[src/rtl/ysyx_23060240_mem_pkg.sv]
// Shared types for the IFU/LSU single-port memory arbiter.
// Holds the controller states, the grant encoding and the default port widths.
package ysyx_23060240_mem_pkg;

  localparam int DEF_ADDR_W = 32;
  localparam int DEF_DATA_W = 32;
  localparam int DEF_MASK_W = 8;

  typedef enum logic [1:0] {
    S_IDLE  = 2'd0,
    S_ISSUE = 2'd1,
    S_WAIT  = 2'd2,
    S_RESP  = 2'd3
  } state_e;

  typedef enum logic {
    GNT_IFU = 1'b0,
    GNT_LSU = 1'b1
  } gnt_e;

  function automatic gnt_e gnt_other(input gnt_e g);
    return (g == GNT_IFU) ? GNT_LSU : GNT_IFU;
  endfunction

endpackage

[src/rtl/ysyx_23060240_rr_arb2.sv]
// Two-way round-robin grant. A lone requester always wins; on contention the
// pointer decides, and each accepted grant hands priority to the other side.
module ysyx_23060240_rr_arb2
  import ysyx_23060240_mem_pkg::*;
(
  input  logic       clk,
  input  logic       rst_n,
  input  logic [1:0] req,
  input  logic       upd,
  output gnt_e       gnt,
  output logic       gnt_vld
);

  gnt_e ptr;

  always_comb begin
    gnt = ptr;
    if (req[0] && !req[1]) gnt = GNT_IFU;
    else if (!req[0] && req[1]) gnt = GNT_LSU;
  end

  assign gnt_vld = |req;

  always_ff @(posedge clk or negedge rst_n) begin
    if (!rst_n)   ptr <= GNT_IFU;
    else if (upd) ptr <= gnt_other(gnt);
  end

endmodule

[src/rtl/ysyx_23060240_mem_arbiter.sv]
// Arbitrates IFU reads and LSU reads/writes onto one registered-read SRAM port,
// one transaction in flight: IDLE -> ISSUE -> (WAIT) -> RESP -> IDLE.
module ysyx_23060240_mem_arbiter
  import ysyx_23060240_mem_pkg::*;
#(
  parameter int ADDR_W = DEF_ADDR_W,
  parameter int DATA_W = DEF_DATA_W,
  parameter int MASK_W = DEF_MASK_W
) (
  input  logic              clk,
  input  logic              rst_n,
  input  logic              ifu_req_valid,
  output logic              ifu_req_ready,
  input  logic [ADDR_W-1:0] ifu_addr,
  output logic              ifu_resp_valid,
  input  logic              ifu_resp_ready,
  output logic [DATA_W-1:0] ifu_rdata,
  input  logic              lsu_req_valid,
  output logic              lsu_req_ready,
  input  logic              lsu_wen,
  input  logic [ADDR_W-1:0] lsu_addr,
  input  logic [DATA_W-1:0] lsu_wdata,
  input  logic [MASK_W-1:0] lsu_wmask,
  output logic              lsu_resp_valid,
  input  logic              lsu_resp_ready,
  output logic [DATA_W-1:0] lsu_rdata,
  output logic              mem_r_en,
  output logic              mem_w_en,
  output logic [ADDR_W-1:0] mem_raddr,
  output logic [ADDR_W-1:0] mem_waddr,
  output logic [DATA_W-1:0] mem_wdata,
  output logic [MASK_W-1:0] mem_wmask,
  input  logic [DATA_W-1:0] mem_rdata
);

  state_e            state, state_nxt;
  gnt_e              gnt, gnt_q;
  logic              gnt_vld, accept, issue, resp, resp_hs;
  logic              wen_q;
  logic [ADDR_W-1:0] addr_q;
  logic [DATA_W-1:0] wdata_q, rdata_q;
  logic [MASK_W-1:0] wmask_q;

  ysyx_23060240_rr_arb2 u_arb (
    .clk     (clk),
    .rst_n   (rst_n),
    .req     ({lsu_req_valid, ifu_req_valid}),
    .upd     (accept),
    .gnt     (gnt),
    .gnt_vld (gnt_vld)
  );

  assign accept        = (state == S_IDLE) && gnt_vld;
  assign ifu_req_ready = accept && (gnt == GNT_IFU);
  assign lsu_req_ready = accept && (gnt == GNT_LSU);

  assign issue   = (state == S_ISSUE);
  assign resp    = (state == S_RESP);
  assign resp_hs = resp && ((gnt_q == GNT_IFU) ? ifu_resp_ready : lsu_resp_ready);

  always_ff @(posedge clk or negedge rst_n) begin
    if (!rst_n) state <= S_IDLE;
    else        state <= state_nxt;
  end

  always_comb begin
    state_nxt = state;
    case (state)
      S_IDLE:  if (accept) state_nxt = S_ISSUE;
      S_ISSUE: state_nxt = wen_q ? S_RESP : S_WAIT;
      S_WAIT:  state_nxt = S_RESP;
      S_RESP:  if (resp_hs) state_nxt = S_IDLE;
      default: state_nxt = S_IDLE;
    endcase
  end

  // Response register is cleared on accept so write responses carry zero data.
  always_ff @(posedge clk or negedge rst_n) begin
    if (!rst_n) begin
      gnt_q   <= GNT_IFU;
      wen_q   <= 1'b0;
      addr_q  <= '0;
      wdata_q <= '0;
      wmask_q <= '0;
      rdata_q <= '0;
    end else begin
      if (accept) begin
        gnt_q   <= gnt;
        rdata_q <= '0;
        if (gnt == GNT_LSU) begin
          wen_q   <= lsu_wen;
          addr_q  <= lsu_addr;
          wdata_q <= lsu_wdata;
          wmask_q <= lsu_wmask;
        end else begin
          wen_q   <= 1'b0;
          addr_q  <= ifu_addr;
          wdata_q <= '0;
          wmask_q <= '0;
        end
      end
      if (state == S_WAIT) rdata_q <= mem_rdata;
    end
  end

  assign mem_r_en  = issue && !wen_q;
  assign mem_w_en  = issue && wen_q;
  assign mem_raddr = mem_r_en ? addr_q  : '0;
  assign mem_waddr = mem_w_en ? addr_q  : '0;
  assign mem_wdata = mem_w_en ? wdata_q : '0;
  assign mem_wmask = mem_w_en ? wmask_q : '0;

  assign ifu_resp_valid = resp && (gnt_q == GNT_IFU);
  assign lsu_resp_valid = resp && (gnt_q == GNT_LSU);
  assign ifu_rdata      = ifu_resp_valid ? rdata_q : '0;
  assign lsu_rdata      = lsu_resp_valid ? rdata_q : '0;

endmodule

[config.mk]
export PLATFORM = sky130hd
export DESIGN_NAME = ysyx_23060240_mem_arbiter
export DESIGN_NICKNAME = d
export VERILOG_FILES = /design/src/rtl/ysyx_23060240_mem_pkg.sv /design/src/rtl/ysyx_23060240_rr_arb2.sv /design/src/rtl/ysyx_23060240_mem_arbiter.sv
export SDC_FILE = /design/constraint.sdc
export NUM_CORES = 1
export LEC_CHECK = 0
export CORE_ASPECT_RATIO = 0.6
export CORE_MARGIN = 1.5
export CORE_UTILIZATION = 36
export DETAILED_ROUTE_END_ITERATION = 10
export GPL_ROUTABILITY_DRIVEN = 0
export MAX_ROUTING_LAYER = met4
export PLACE_DENSITY = 0.79
export SKIP_CTS_REPAIR_TIMING = 1
export SLEW_MARGIN = 20
export SYNTH_ARGS = -nofsm -noshare
export SYNTH_HDL_FRONTEND = slang
export SYNTH_SLANG_ARGS = --single-unit
[constraint.sdc]
create_clock -name clk -period 4.02 [get_ports clk]
set_clock_uncertainty 0.15 [all_clocks]
set_input_delay 1.005 -clock clk [delete_from_list [all_inputs] [get_ports clk]]
set_output_delay 1.005 -clock clk [all_outputs]
set_load 0.03 [all_outputs]
# After elaboration in Yosys (flattened, before gate mapping)
# Index checks and enable logic that the tools add are counted.
# totals
register_bits,109
inputBits,143
wordCells,52
# op_classes
eq_ne,5
mux,20
n_bitwise,2
n_reduce_logical,17
# op_table
op,count
2-to-1 mux 32 bit,9
2-to-1 mux 8 bit,2
logical AND 1 bit,10
case mux 2 bit (4 select lines),1
2-to-1 mux 1 bit,6
"equality test 2 bit, second input constant",2
2-to-1 mux 2 bit,2
logical NOT 1 bit,3
"equality test 2 x 1 -> 1 bit, second input constant",1
logical NOT 2 bit,1
"!= test 2 x 1 -> 1 bit, second input constant",1
"!= test 2 bit, second input constant",1
inverter 1 bit,2
AND reduction 2 bit,1
nonzero test 2 bit,1
OR reduction 2 bit,1

# Longest topological paths before layout
# Gate-level depths: netlist of the first run.
# depth
depth_word,6
ltp_mapped,7

# Hierarchy
# A second synthesis of the first run with hierarchy kept.
# hier_totals
hier_cells,687
hier_area_um2,5853.1
# by_module_without_submodules
mod,n_inst,cells_each,area_per_inst_um2
ysyx_23060240_mem_arbiter,1,679,5770.5
ysyx_23060240_rr_arb2,1,8,82.6

# Worst setup path after synthesis of the first run
# OpenSTA, ideal clock, no wires.
# synth_path
path_type,reg-to-output
from,reg state[1]
to,out mem_raddr[22]
arrival_ns,1.664
required_ns,2.865
slack_ns,1.201
stages_incl_launch_ff,6
n_path_buf,1
cell_sequence,dfrtp_1 inv_1 ha_1 nor2b_1 clkbuf_1 and2_1
# synth_between
elab_chain_cells,3
# synth_lines
element,line,text
"start, declared",ysyx_23060240_mem_arbiter.sv:36,"state_e state, state_nxt;"
"start signal, assigned",ysyx_23060240_mem_arbiter.sv:63,else state <= state_nxt;
equality test 2 x 1 -> 1 bit,ysyx_23060240_mem_arbiter.sv:57,assign issue = (state == S_ISSUE);
logical AND 1 bit,ysyx_23060240_mem_arbiter.sv:106,assign mem_r_en = issue && !wen_q;
net mem_r_en,ysyx_23060240_mem_arbiter.sv:27,"output logic mem_r_en,"
2-to-1 mux 32 bit,ysyx_23060240_mem_arbiter.sv:108,assign mem_raddr = mem_r_en ? addr_q : '0;
"end, declared",ysyx_23060240_mem_arbiter.sv:29,"output logic [ADDR_W-1:0] mem_raddr,"
# The timed path passes the listed nets, and every way through them passes these cells.

# Worst setup path in the final report of the first run
# layout_path
from,reg state[1]
to,out lsu_rdata[3]
# layout_between
elab_chain_cells,3
# layout_lines
element,line,text
equality test 2 bit,ysyx_23060240_mem_arbiter.sv:58,assign resp = (state == S_RESP);
logical AND 1 bit,ysyx_23060240_mem_arbiter.sv:114,assign lsu_resp_valid = resp && (gnt_q == GNT_LSU);
2-to-1 mux 32 bit,ysyx_23060240_mem_arbiter.sv:116,assign lsu_rdata = lsu_resp_valid ? rdata_q : '0;
"end, declared",ysyx_23060240_mem_arbiter.sv:26,"output logic [DATA_W-1:0] lsu_rdata,"
# Every way passes these cells.

==> reports/summary.txt, run 1 <==
H-tree level count: 3
Setup TNS: 0 ns
Min Hold Slack: 0.344 ns
Post-synth top flop: dfrtp_1
GRT Residual Overflow: 0
Die X: 163 µm
Core Area: 14700 µm²
Post-placement setup slack: 0.738 ns
Yosys cell types: 25
Power Dens Cells: 634 nW/µm²
RSZ-0062 raised after global routing: false
DIE AREA: 16100 µm²
Synth top area cells: dfrtp_1, and3_1, and2_1
Fmax: 274 MHz
First-pass GRT wire length: 28900 µm
Worst skew pair latency: 0.34 ns
Worst Reg-to-Reg Cells: 6
Status: completed
Max Cap Violations: 0
Synth top area share: 0.494
Clk buf depth: 2
PortBufs: 316
Syn Inst Count: 561
Tcrit/Tclk final: 0.908
Ys async rst share: 1.00
Final number of setup-violating endpoints: 0
Hold WC Path Type: flop to flop
Worst Hold Depth: 1
Worst IR Drop VDD: 0.270 mV
Via count: 5239
Leak Pwr: 4.24 nW
Detail Route Antenna Nets: 0
Initial antenna violation count: 0
Drt first pass iters: 4
Clk sinks: 109
Boundary Pins: 317
Number of antenna diodes: 0
Arrival time worst endpoint: 2.50 ns
Critical path data required time: 2.86 ns
EDFF count, synth: 0
Largest net degree at the start of global routing: 75
Syn_nets: 708
Worst slew margin: 0.317
Drt drc: 0
Reg clk slew, reported paths: 0.08 ns
DP HPWL: 13400 µm
Vias per inst: 5.00
Dominant cell type by area after synthesis: dfrtp_1
Rows: 34
Pins Over Slew Limit: 0
Final min period: 3.65 ns
Initial Utilization: 0.375
Area growth, synth to finish: 63.6%
Worst setup SP type: flop
Yosys warning count: 0
Total Routing Usage GR: 0.237
Post-Syn Area: 5520 µm²
Final Hold Vio Count: 0
DIE HEIGHT: 98.9 µm
Vias in the first global route: 5152
CTS Buf Count: 9
Worst-margin pin slew: 1.03 ns
Clock tree root driver cell: clkbuf_16
CP max FO: 22
Share of cells above drive strength 1: 0.0882
#FFs+latches synth: 109
Wire per inst: 17.9 µm
Fillers: 1273
Final nets: 992
Avg Cell Area, Syn: 9.84 µm²
Sequential area share after synthesis: 0.494
Total design power: 0.00572 W
DR iter-0 viols: 316
Final worst slack: 0.370 ns
Crit end category: primary output
TritonCTS clock tree: yes
Routed wire length: 18700 µm
Setup Crit Path Kind: flop to primary output
==> per-stage QoR <==
step | utilization | instance area, µm² | instances
floorplan | - | 5520 | 561
global placement | 0.594 | 8740 | 1032
detailed placement | 0.594 | 8740 | 1032
CTS | 0.613 | 9030 | 1048
global route | 0.613 | 9030 | 1048
finish | 0.613 | 9030 | 1048
==> worst paths after layout <==
kind	start	end	slack (ns)
worst max-delay path	state[1]	lsu_rdata[3]	0.37
worst min-delay path	wdata_q[1]	wdata_q[1]	0.34
worst max register to register	state[0]	addr_q[16]	1.58
worst min register to register	wdata_q[1]	wdata_q[1]	0.34
max in group asynchronous	rst_n	addr_q[31]	2.42
min in group asynchronous	rst_n	wmask_q[1]	0.54
==> area by class of cell <==
type	count	area, µm²	area share
repair buffers	331	3210	0.356
flip-flops and latches	109	2730	0.302
multi-input cells	391	2540	0.281
well taps	198	248	0.0274
clock buffers	9	225	0.0249
clock inverters	7	66.3	0.00734
inverters	3	11.3	0.00125
==> where the power goes <==
part / switching [W] / internal [W] / total (W)
Combinational: 0.00161 / 0.00124 / 0.00285
Clock: 0.000446 / 0.000437 / 0.000883
Sequential: 0.000402 / 0.00159 / 0.00199
Total: 0.00246 / 0.00327 / 0.00572
==> per-layer routing <==
layer | share of wire | GRT usage | up-vias
met4 | 0.016 | 0.0543 | 0
met1 | 0.46 | 0.318 | 2480
met5 | 0 | - | -
met2 | 0.45 | 0.359 | 196
met3 | 0.067 | 0.0619 | 28
li1 | - | - | 2535
==> synthesized netlist by cell type (4+ instances only) <==
master and instances:
a221o_1 32, a22o_1 42, and2_0 8, and2_1 90
and3_1 104, buf_2 10, buf_4 11, clkbuf_1 36
dfrtp_1 109, ha_1 4, nand2_1 66, o21ai_0 31
==> worst max-delay path: stages, from the launching register on <==
cell and delay, ns:
dfrtp_1 0.41, ha_1 0.60, buf_4 0.30, and3_1 0.16, clkdlybuf4s50_1 0.69
==> cell families (layout without fill, tap and decap cells) <==
logic type | Yosys count | after routing | share of synthesized area
AND/OR/NAND/NOR | 272 | 272 | 0.278
buffers and inverters | 61 | 350 | 0.0512
adder cells (fa/ha/maj) | 4 | 4 | 0.00907
flip-flops | 109 | 109 | 0.494
AO/OA/AOI/OAI | 113 | 113 | 0.164
multiplexers | 2 | 2 | 0.00385
==> cells in the final DEF, fill, tap and decap left out, types with 2 or more instances in the layout <==
master / n
clkinv_4: 2
nand2_1: 66
a21oi_4: 2
a22o_1: 42
clkdlybuf4s50_1: 280
ha_1: 2
dfrtp_1: 108
buf_4: 49
and2_1: 90
a221o_1: 32
and3_1: 104
a21o_1: 2
clkinvlp_4: 2
inv_1: 3
buf_12: 2
and2_0: 8
ha_2: 2
inv_8: 3
clkbuf_16: 9
o21ai_0: 31
==> sequential cells by signal, indices dropped and copies added (netlist names) <==
| name | cells |
|---|---|
| u_arb.ptr | 1 |
| gnt_q | 1 |
| wen_q | 1 |
| wmask_q | 8 |
| addr_q | 32 |
| wdata_q | 32 |
| state | 2 |
| rdata_q | 32 |
Power figures use the tool's default switching activity.
==> run 2: changes to the inputs <==
--- a/config.mk
+++ b/config.mk
@@ -8,6 +8,7 @@
 export CORE_ASPECT_RATIO = 0.6
 export CORE_MARGIN = 1.5
 export CORE_UTILIZATION = 36
+export CTS_BUF_LIST = sky130_fd_sc_hd__clkbuf_2 sky130_fd_sc_hd__clkbuf_4 sky130_fd_sc_hd__clkbuf_8
 export DETAILED_ROUTE_END_ITERATION = 10
 export GPL_ROUTABILITY_DRIVEN = 0
 export MAX_ROUTING_LAYER = met4
==> run 2 against run 1 <==
Net effect:
- setup slack worse by 0.040 ns
- fmax down 1.1%
- first-iteration DRC count up 6.3%
- non-clock buffer count unchanged
- routed wire length up 0.21%
- design area down 1.1%
==> reports/summary.txt, run 2 (synthesis gave the netlist of run 1 again) <==
Most common cell after layout, fill and taps aside: clkdlybuf4s50_1
Switching share of power: 0.442
Fmax: 271 MHz
Hold EP: wdata_q[20]
Clk pwr share: 0.120
Clk sinks: 109
Max Cap Violations: 0
Total net switching power: 0.00243 W
GRT Residual Overflow: 0
Worst IR Drop VDD: 0.268 mV
Post-placement setup slack: 0.738 ns
Worst-margin pin slew: 1.01 ns
Initial antenna violation count: 0
Setup Crit Path Kind: flop to primary output
Crit end category: primary output
Core Area: 14700 µm²
Final worst slack: 0.330 ns
CP max FO: 22
Vias per inst: 5.01
Min Hold Slack: 0.357 ns
Worst r2r dst: addr_q[16]
DP HPWL: 13400 µm
Share of cells above drive strength 1: 0.0882
Most frequent cells in the layout: clkdlybuf4s50_1, dfrtp_1, and3_1
Final Hold Vio Count: 0
Rows: 34
Drt first pass iters: 5
Power Dens Cells: 616 nW/µm²
DIE HEIGHT: 98.9 µm
RSZ-0062 raised after global routing: false
Hold WC Path Type: flop to flop
Critical path data required time: 2.86 ns
Final min period: 3.69 ns
Arrival time worst endpoint: 2.53 ns
Initial Utilization: 0.375
Clk buf depth: 2
Wire per inst: 17.9 µm
Final nets: 992
Clock tree root driver cell: clkbuf_8
DIE AREA: 16100 µm²
Setup TNS: 0 ns
Total Routing Usage GR: 0.238
Boundary Pins: 317
Logic pwr share: 0.518
PortBufs: 316
Number of antenna diodes: 0
DR iter-0 viols: 336
Reg clk slew, reported paths: 0.11 ns
Routed wire length: 18800 µm
Drt drc: 0
Tcrit/Tclk final: 0.918
R2R Path Start: state[0]
Fillers: 1281
Hold wc startpoint: wdata_q[20]
Detail Route Antenna Nets: 0
Largest net degree at the start of global routing: 75
CTS Buf Count: 9
Worst setup SP type: flop
Via count: 5248
Status: completed
Sequential fraction of design power: 0.361
First-pass GRT wire length: 28900 µm
Internal: 0.00307 W
Worst Reg-to-Reg Cells: 6
Worst skew pair latency: 0.36 ns
H-tree level count: 3
Vias in the first global route: 5146
TritonCTS clock tree: yes
Area growth, synth to finish: 61.7%
R2R setup slack: 1.58 ns
Worst slew margin: 0.328
Worst Hold Depth: 1
Die X: 163 µm
Pins Over Slew Limit: 0
Leak Pwr: 4.20 nW
Largest registers: addr_q (32), rdata_q (32), wdata_q (32)
Final number of setup-violating endpoints: 0
## run 2: cell types whose count changed in the layout (fill, tap and decap cells not counted)
cell       change
clkbuf_16      -9
clkbuf_8       +9
## run 2: worst max-delay path, cell delays in order, from the launching register on
cell             delay (ns)
dfrtp_1                0.42
ha_1                   0.60
buf_4                  0.30
and3_1                 0.16
clkdlybuf4s50_1        0.69
## run 2: worst max path at each step
| stage | from | to | cells after the start | slack (ns) |
|---|---|---|---|---|
| 2_1_floorplan | state[1] | mem_raddr[22] | 5 | 1.20 |
| 3_3_place_gp | ifu_req_valid | ifu_req_ready | 4 | 0.73 |
| 3_5_place_dp | ifu_req_valid | ifu_req_ready | 4 | 0.74 |
| 4_1_cts | state[1] | mem_raddr[14] | 6 | 0.31 |
| 5_1_grt | state[1] | mem_raddr[15] | 6 | 0.14 |
| 6_report | state[1] | lsu_rdata[3] | 4 | 0.33 |
## run 2: area by class of cell
class | instances | area (µm²) | share of cell area
Clock buffer | 9 | 124 | 0.0139
Clock inverter | 7 | 66.3 | 0.00743
Inverter | 3 | 11.3 | 0.00126
Multi-Input combinational cell | 391 | 2540 | 0.284
Sequential cell | 109 | 2730 | 0.306
Tap cell | 198 | 248 | 0.0277
Timing Repair Buffer | 331 | 3210 | 0.360
## run 2: per-layer routing
metal | global-route usage | wire length, µm | vias up
met5 | - | 0 | -
met4 | 0.0543 | 268 | 0
met3 | 0.0614 | 1220 | 27
met2 | 0.363 | 8610 | 191
met1 | 0.316 | 8690 | 2496
li1 | - | - | 2534
## run 2: metrics by stage
stage / cells / area [µm²] / power, W / util
detailed placement: 1032 / 8740 / 0.00486 / 0.594
CTS: 1048 / 8930 / 0.00554 / 0.607
global placement: 1032 / 8740 / 0.00480 / 0.594
finish: 1048 / 8930 / 0.00550 / 0.607
global route: 1048 / 8930 / 0.00588 / 0.607
floorplan: 561 / 5520 / 0.00372 / -
## run 2: power groups by stage
stage	registers [W]	logic (W)	clock network (W)
after CTS	0.00198	0.00287	0.000684
after detailed placement	0.00199	0.00287	0
after floorplan	0.00179	0.00193	0
final	0.00199	0.00285	0.000662
after global routing	0.00206	0.00309	0.000724
after global placement	0.00199	0.00281	0
